`config.mk`:
```
export PLATFORM = sky130hd
export DESIGN_NAME = score_bcd_seq_flat
export DESIGN_NICKNAME = d
export VERILOG_FILES = /design/src/rtl/score_bcd_seq_if.sv /design/src/rtl/score_bcd_seq.sv /design/src/flat_wrapper.sv
export SDC_FILE = /design/constraint.sdc
export NUM_CORES = 1
export LEC_CHECK = 0
export ABC_AREA = 1
export ABC_CLOCK_PERIOD_IN_PS = 2100
export BUFFER_PORTS_ARGS = -buffer_cell sky130_fd_sc_hd__buf_2
export CAP_MARGIN = 20
export CORE_MARGIN = 1.5
export CORE_UTILIZATION = 45
export CTS_CLUSTER_SIZE = 20
export DETAILED_ROUTE_END_ITERATION = 7
export MAX_ROUTING_LAYER = met4
export SLEW_MARGIN = 15
export SYNTH_ARGS = -nofsm -noshare
export SYNTH_HDL_FRONTEND = slang
export SYNTH_SLANG_ARGS = --single-unit
export TNS_END_PERCENT = 20
```
`constraint.sdc`:
```
create_clock -name clk -period 2.1 [get_ports clk]
set_clock_uncertainty 0.1 [all_clocks]
set_input_delay 0.105 -clock clk [delete_from_list [all_inputs] [get_ports clk]]
set_output_delay 0.105 -clock clk [all_outputs]
set_load 0.05 [all_outputs]
```
`src/rtl/score_bcd_seq_if.sv`:
```
// Handshake bundle between the score accumulator (master) and score_bcd_seq (slave).
// blank_mask is present only when SCORE_BCD_BLANK_EN is defined.
interface score_bcd_seq_if #(
  parameter int BIN_W  = 16,
  parameter int DIGITS = 5
);
  logic                  start;
  logic [BIN_W-1:0]      bin_in;
  logic                  busy;
  logic                  done;
  logic [4*DIGITS-1:0]   bcd_out;
  logic                  overflow;
`ifdef SCORE_BCD_BLANK_EN
  logic [DIGITS-1:0]     blank_mask;
`endif

  modport master (
    output start, bin_in,
`ifdef SCORE_BCD_BLANK_EN
    input  blank_mask,
`endif
    input  busy, done, bcd_out, overflow
  );

  modport slave (
    input  start, bin_in,
`ifdef SCORE_BCD_BLANK_EN
    output blank_mask,
`endif
    output busy, done, bcd_out, overflow
  );
endinterface

```
`src/rtl/score_bcd_seq.sv`:
```
// Iterative shift-add-3 binary-to-BCD converter: one bit per clock, saturating overflow.
// Optional leading-zero blank mask built when SCORE_BCD_BLANK_EN is defined.
module score_bcd_seq #(
  parameter int BIN_W  = 16,
  parameter int DIGITS = 5
) (
  input  logic              clk,
  input  logic              resetN,
  score_bcd_seq_if.slave    bus
);
  localparam int DW    = 4 * DIGITS;
  localparam int CNT_W = $clog2(BIN_W + 1);
  // Enough digit bits to hold 2^BIN_W-1: the overflow path folds away.
  localparam bit NO_OVF = (DW >= BIN_W + (BIN_W + 2) / 3);
  localparam logic [CNT_W-1:0] CNT_LOAD  = CNT_W'(BIN_W);
  localparam logic [DW-1:0]    ALL_NINES = {DIGITS{4'h9}};

  typedef enum logic [1:0] {S_IDLE, S_SHIFT, S_DONE} state_e;

  state_e            state_q, state_d;
  logic [BIN_W-1:0]  sh_q, sh_d;
  logic [DW-1:0]     dig_q, dig_d;
  logic [CNT_W-1:0]  cnt_q, cnt_d;
  logic              ovf_q, ovf_d;
  logic              busy_q, busy_d;
  logic              done_q, done_d;
  logic [DW-1:0]     bcd_q, bcd_d;
  logic              ovf_out_q, ovf_out_d;
  logic [DW-1:0]     adj;
`ifdef SCORE_BCD_BLANK_EN
  localparam logic [DIGITS-1:0] BLANK_RST = ~DIGITS'(1);
  logic [DIGITS-1:0] blank_q, blank_d;
  logic              blank_run;
`endif

  // Add-3 correction applied to every digit before it is doubled.
  always_comb begin
    adj = dig_q;
    for (int i = 0; i < DIGITS; i++) begin
      if (dig_q[4*i +: 4] >= 4'd5) adj[4*i +: 4] = dig_q[4*i +: 4] + 4'd3;
    end
  end

  always_comb begin
    // NOTE: every signal gets a default first so no path leaves one unassigned and infers a latch.
    state_d   = state_q;
    sh_d      = sh_q;
    dig_d     = dig_q;
    cnt_d     = cnt_q;
    ovf_d     = ovf_q;
    busy_d    = busy_q;
    done_d    = 1'b0;
    bcd_d     = bcd_q;
    ovf_out_d = ovf_out_q;
`ifdef SCORE_BCD_BLANK_EN
    blank_d   = blank_q;
    blank_run = 1'b0;
`endif
    case (state_q)
      S_IDLE: begin
        if (bus.start) begin
          sh_d    = bus.bin_in;
          dig_d   = '0;
          ovf_d   = 1'b0;
          cnt_d   = CNT_LOAD;
          busy_d  = 1'b1;
          state_d = S_SHIFT;
        end
      end
      S_SHIFT: begin
        dig_d = {adj[DW-2:0], sh_q[BIN_W-1]};
        sh_d  = sh_q << 1;
        // A set bit leaving the top digit means the value no longer fits.
        ovf_d = NO_OVF ? 1'b0 : (ovf_q | adj[DW-1]);
        cnt_d = cnt_q - CNT_W'(1);
        if (cnt_q == CNT_W'(1)) state_d = S_DONE;
      end
      S_DONE: begin
        bcd_d     = ovf_q ? ALL_NINES : dig_q;
        ovf_out_d = ovf_q;
        done_d    = 1'b1;
        busy_d    = 1'b0;
        state_d   = S_IDLE;
`ifdef SCORE_BCD_BLANK_EN
        blank_d   = '0;
        blank_run = 1'b1;
        for (int i = DIGITS - 1; i >= 1; i--) begin
          blank_run  = blank_run & (dig_q[4*i +: 4] == 4'd0);
          blank_d[i] = blank_run;
        end
        if (ovf_q) blank_d = '0;
`endif
      end
      default: state_d = S_IDLE;
    endcase
  end

  // NOTE: every register here is a plain flop (no memory array), so all of them take the async reset.
  always_ff @(posedge clk or negedge resetN) begin
    if (!resetN) begin
      state_q   <= S_IDLE;
      sh_q      <= '0;
      dig_q     <= '0;
      cnt_q     <= '0;
      ovf_q     <= 1'b0;
      busy_q    <= 1'b0;
      done_q    <= 1'b0;
      bcd_q     <= '0;
      ovf_out_q <= 1'b0;
`ifdef SCORE_BCD_BLANK_EN
      blank_q   <= BLANK_RST;
`endif
    end else begin
      // NOTE: non-blocking so every flop samples the pre-edge values regardless of statement order.
      state_q   <= state_d;
      sh_q      <= sh_d;
      dig_q     <= dig_d;
      cnt_q     <= cnt_d;
      ovf_q     <= ovf_d;
      busy_q    <= busy_d;
      done_q    <= done_d;
      bcd_q     <= bcd_d;
      ovf_out_q <= ovf_out_d;
`ifdef SCORE_BCD_BLANK_EN
      blank_q   <= blank_d;
`endif
    end
  end

  assign bus.busy     = busy_q;
  assign bus.done     = done_q;
  assign bus.bcd_out  = bcd_q;
  assign bus.overflow = ovf_out_q;
`ifdef SCORE_BCD_BLANK_EN
  assign bus.blank_mask = blank_q;
`endif
endmodule

```
`src/flat_wrapper.sv`:
```
// flat-port wrapper written by rule: the top's interface ports become plain ports
module score_bcd_seq_flat 
#(
  parameter int BIN_W  = 16,
  parameter int DIGITS = 5
)
  (clk, resetN, bus_start, bus_bin_in, bus_busy, bus_done, bus_bcd_out, bus_overflow);
  score_bcd_seq_if #(.BIN_W(BIN_W), .DIGITS(DIGITS)) bus_i ();
  input  logic clk;
  input  logic resetN;
  input wire logic [$bits(bus_i.start)-1:0] bus_start;
  input wire logic [$bits(bus_i.bin_in)-1:0] bus_bin_in;
  output wire logic [$bits(bus_i.busy)-1:0] bus_busy;
  output wire logic [$bits(bus_i.done)-1:0] bus_done;
  output wire logic [$bits(bus_i.bcd_out)-1:0] bus_bcd_out;
  output wire logic [$bits(bus_i.overflow)-1:0] bus_overflow;
  assign bus_i.start = bus_start;
  assign bus_i.bin_in = bus_bin_in;
  assign bus_busy = bus_i.busy;
  assign bus_done = bus_i.done;
  assign bus_bcd_out = bus_i.bcd_out;
  assign bus_overflow = bus_i.overflow;
  score_bcd_seq #(.BIN_W(BIN_W), .DIGITS(DIGITS)) u_core (.clk(clk), .resetN(resetN), .bus(bus_i));
endmodule
```
==> flow_summary.yaml <==
logic_synthesis:
  netlist_area_sq_mm: 0.00319
  async_flop_share_pct: 100
  synthTopCellsByArea: "dfrtp_1 52%, nand2_1 13%, nand3_1 4.9%"
  synthFlopType: "dfrtp_1"
  avgSynthCellArea_sq_um: 8.25
  yosys-top-cells-count: "109 x nand2_1, 67 x dfrtp_1, 36 x nor2_1"
  synth.most_common_cell: "nand2_1"
  yosysWarningCount: 0
  synth_cell_types: 19
  synth_top_area_share_pct: 52.5
  synth_cells: 387
  synth_seq_cells: 67
  yosysTopAreaCell: "dfrtp_1"
  syn_nets: 418
  synth_edf_count: 0
  ys_seq_area_share_pct: 52.5
worst_setup_path:
  path_class: "register to register"
  cp-end-kind: "register"
  start_kind: "register"
  required_ps: 2220
  path_max_fanout: 26
  arrival_ps: 1650
  reg2regPathDepth: 6
drt:
  ant_nets: 0
  drtIter0Drc: 126
  drc_errors: 0
  via_count: 2726
  first_pass_iters: 4
  wirelength_mm: 6.85
  via_per_inst: 4.97
  wl_per_cell_microns: 12.5
timing:
  fin_crit_ps: 1530
  worst_pin_slew_ps: 609
  finalHoldViolCount: 0
  setup_viol: 0
  fin_ws_ps: 571
  fmax_mhz: 654
  finalMaxSlewViolations: 0
  finalCritPeriodShare_pct: 72.8
  max-slew-margin-rel_pct: 59.4
  rsz0062_at_grt: "false"
  final.setup.tns_ps: 0
clocking:
  cts_setup_buffers: 0
  cts_tree: "done"
  path_clk_slew_ps: 70
  cts_buffers: 9
  cts_resized: 0
  clock_sinks: 67
  htreeDepth: 3
  hold_buffers: 14
  insertion_delay_ps: 340
  root_buffer: "clkbuf_8"
  clockBufferDepth: 2
floorplan:
  coreArea_sq_mm: 0.00683
  die_y_microns: 87.3
  die_w_microns: 87.3
  start_util_pct: 46.8
  num_rows: 30
  die_area_sq_mm: 0.00761
  ios: 42
place:
  pre_cts_slack_ps: 570
  gp_congestion: 0.880
  dpl.hpwl_mm: 4.67
  io_buffers: 41
power:
  switching_share_pct: 43.8
  pwr-share-clk_pct: 19.0
  p_int_mw: 3.40
  p_leak_nw: 1.95
  seq_power_share_pct: 35.8
  vdd_drop_max_uv: 889
  powerDensity_mw_per_mm2: 1570
  pwr-share-comb_pct: 45.2
  p_sw_mw: 2.65
grt:
  grt-ovfl-total: 0
  antenna_found_initial: 0
  grt_pass1_wl_mm: 11.8
  grt_util_all_layers_pct: 20.9
  grt_max_degree: 43
  first_global_vias: 2560
hold_path:
  hold_path.class: "input pin to register"
  hold_depth: 3
layout:
  drive_gt1_share_pct: 15.0
  final_nets: 479
  syn2layout_area_growth_pct: 20.9
  diodes: 0
job:
  max_cap_violations: 0
run_status:
  status: "complete, no violations"
[kinds of logic (layout without fill, tap and decap cells)]
group / count (synthesis) / after routing / share of synthesized area, %
AO/OA/AOI/OAI: 68 / 68 / 11.1
adder cells (fa/ha/maj): 12 / 12 / 4.70
AND/OR/NAND/NOR: 192 / 192 / 25.2
buffers and inverters: 48 / 113 / 6.50
flip-flops: 67 / 67 / 52.5
[power groups by stage]
| stage | Clock, mW | Combinational, mW | Sequential, mW |
|---|---|---|---|
| after global placement | 0 | 2.69 | 2.17 |
| final | 1.15 | 2.73 | 2.16 |
| after floorplan | 0 | 1.71 | 2.58 |
| after global routing | 1.25 | 3.13 | 2.23 |
| after CTS | 1.19 | 2.75 | 2.16 |
| after detailed placement | 0 | 2.73 | 2.18 |
[worst max-delay path, stage by stage, from the launching register on]
cell and delay [ps]:
dfrtp_1 410, inv_2 90, nand2_2 140, nand2_4 310, inv_2 190, nand2_1 90
nand3_1 60
[final cells by class]
class                   instances  area [sq um]
clock inverters                 2          60.1
flip-flops and latches         67          1680
well taps                      96           120
repair buffers                 62           410
clock buffers                  13           149
multi-input cells             272          1310
fillers                       673          2970
inverters                      36           135
[state kept, by name, summed over array words and instances, names as in the netlist]
name and count:
u_core.ovf_q 1, u_core.bus.done 1, u_core.cnt_q 5, u_core.bus.busy 1, u_core.bus.bcd_out 20, u_core.dig_q 20
u_core.bus.overflow 1, u_core.sh_q 16, u_core.state_q 2
[through the flow]
stage          utilization (%)  hold WS, ps  instances  total power, mW  instance area (sq um)
2_1_floorplan                -         -291        387             4.29                   3190
3_3_place_gp              51.4         49.0        519             4.86                   3510
3_5_place_dp              51.4         59.8        519             4.91                   3510
4_1_cts                   56.5         10.1        548             6.11                   3860
5_1_grt                   56.5         37.6        548             6.62                   3860
6_report                  56.5         28.1        548             6.05                   3860
[routing by layer]
layer	part of all wire [%]	vias up	GRT usage [%]	wire, microns
met2	46	57	31.9	3160
met4	1.3	0	7.94	89
met5	0	-	-	0
met1	49	1282	27.2	3330
li1	-	1380	-	-
met3	3.9	7	4.83	266
[final timing paths]
check                      slack [ps]         startpoint               endpoint
min in group asynchronous         210             resetN  u_core.bus.bcd_out[6]
min reg2reg                       370    u_core.bus.busy        u_core.bus.busy
max                               570  u_core.state_q[1]        u_core.sh_q[14]
max in group asynchronous        1070             resetN        u_core.cnt_q[3]
max reg2reg                       570  u_core.state_q[1]        u_core.sh_q[14]
min                                30      bus_bin_in[4]         u_core.sh_q[4]
[layout by cell type, fill, tap and decap left out]
cell / n
nor2_2: 1
a21oi_1: 22
dfrtp_1: 67
nor2_1: 36
nand4_1: 12
dlygate4sd3_1: 14
bufinv_16: 2
inv_2: 4
clkbuf_1: 3
nand2_2: 2
nand2_4: 1
o21ai_0: 30
ha_1: 12
nand2_1: 109
buf_12: 1
buf_2: 41
o21bai_1: 4
nand3_1: 31
o211ai_1: 1
clkbuf_8: 10
o21ai_1: 9
inv_1: 32
buf_4: 6
o22ai_1: 2
No activity file was read; power rests on OpenSTA's default activity.
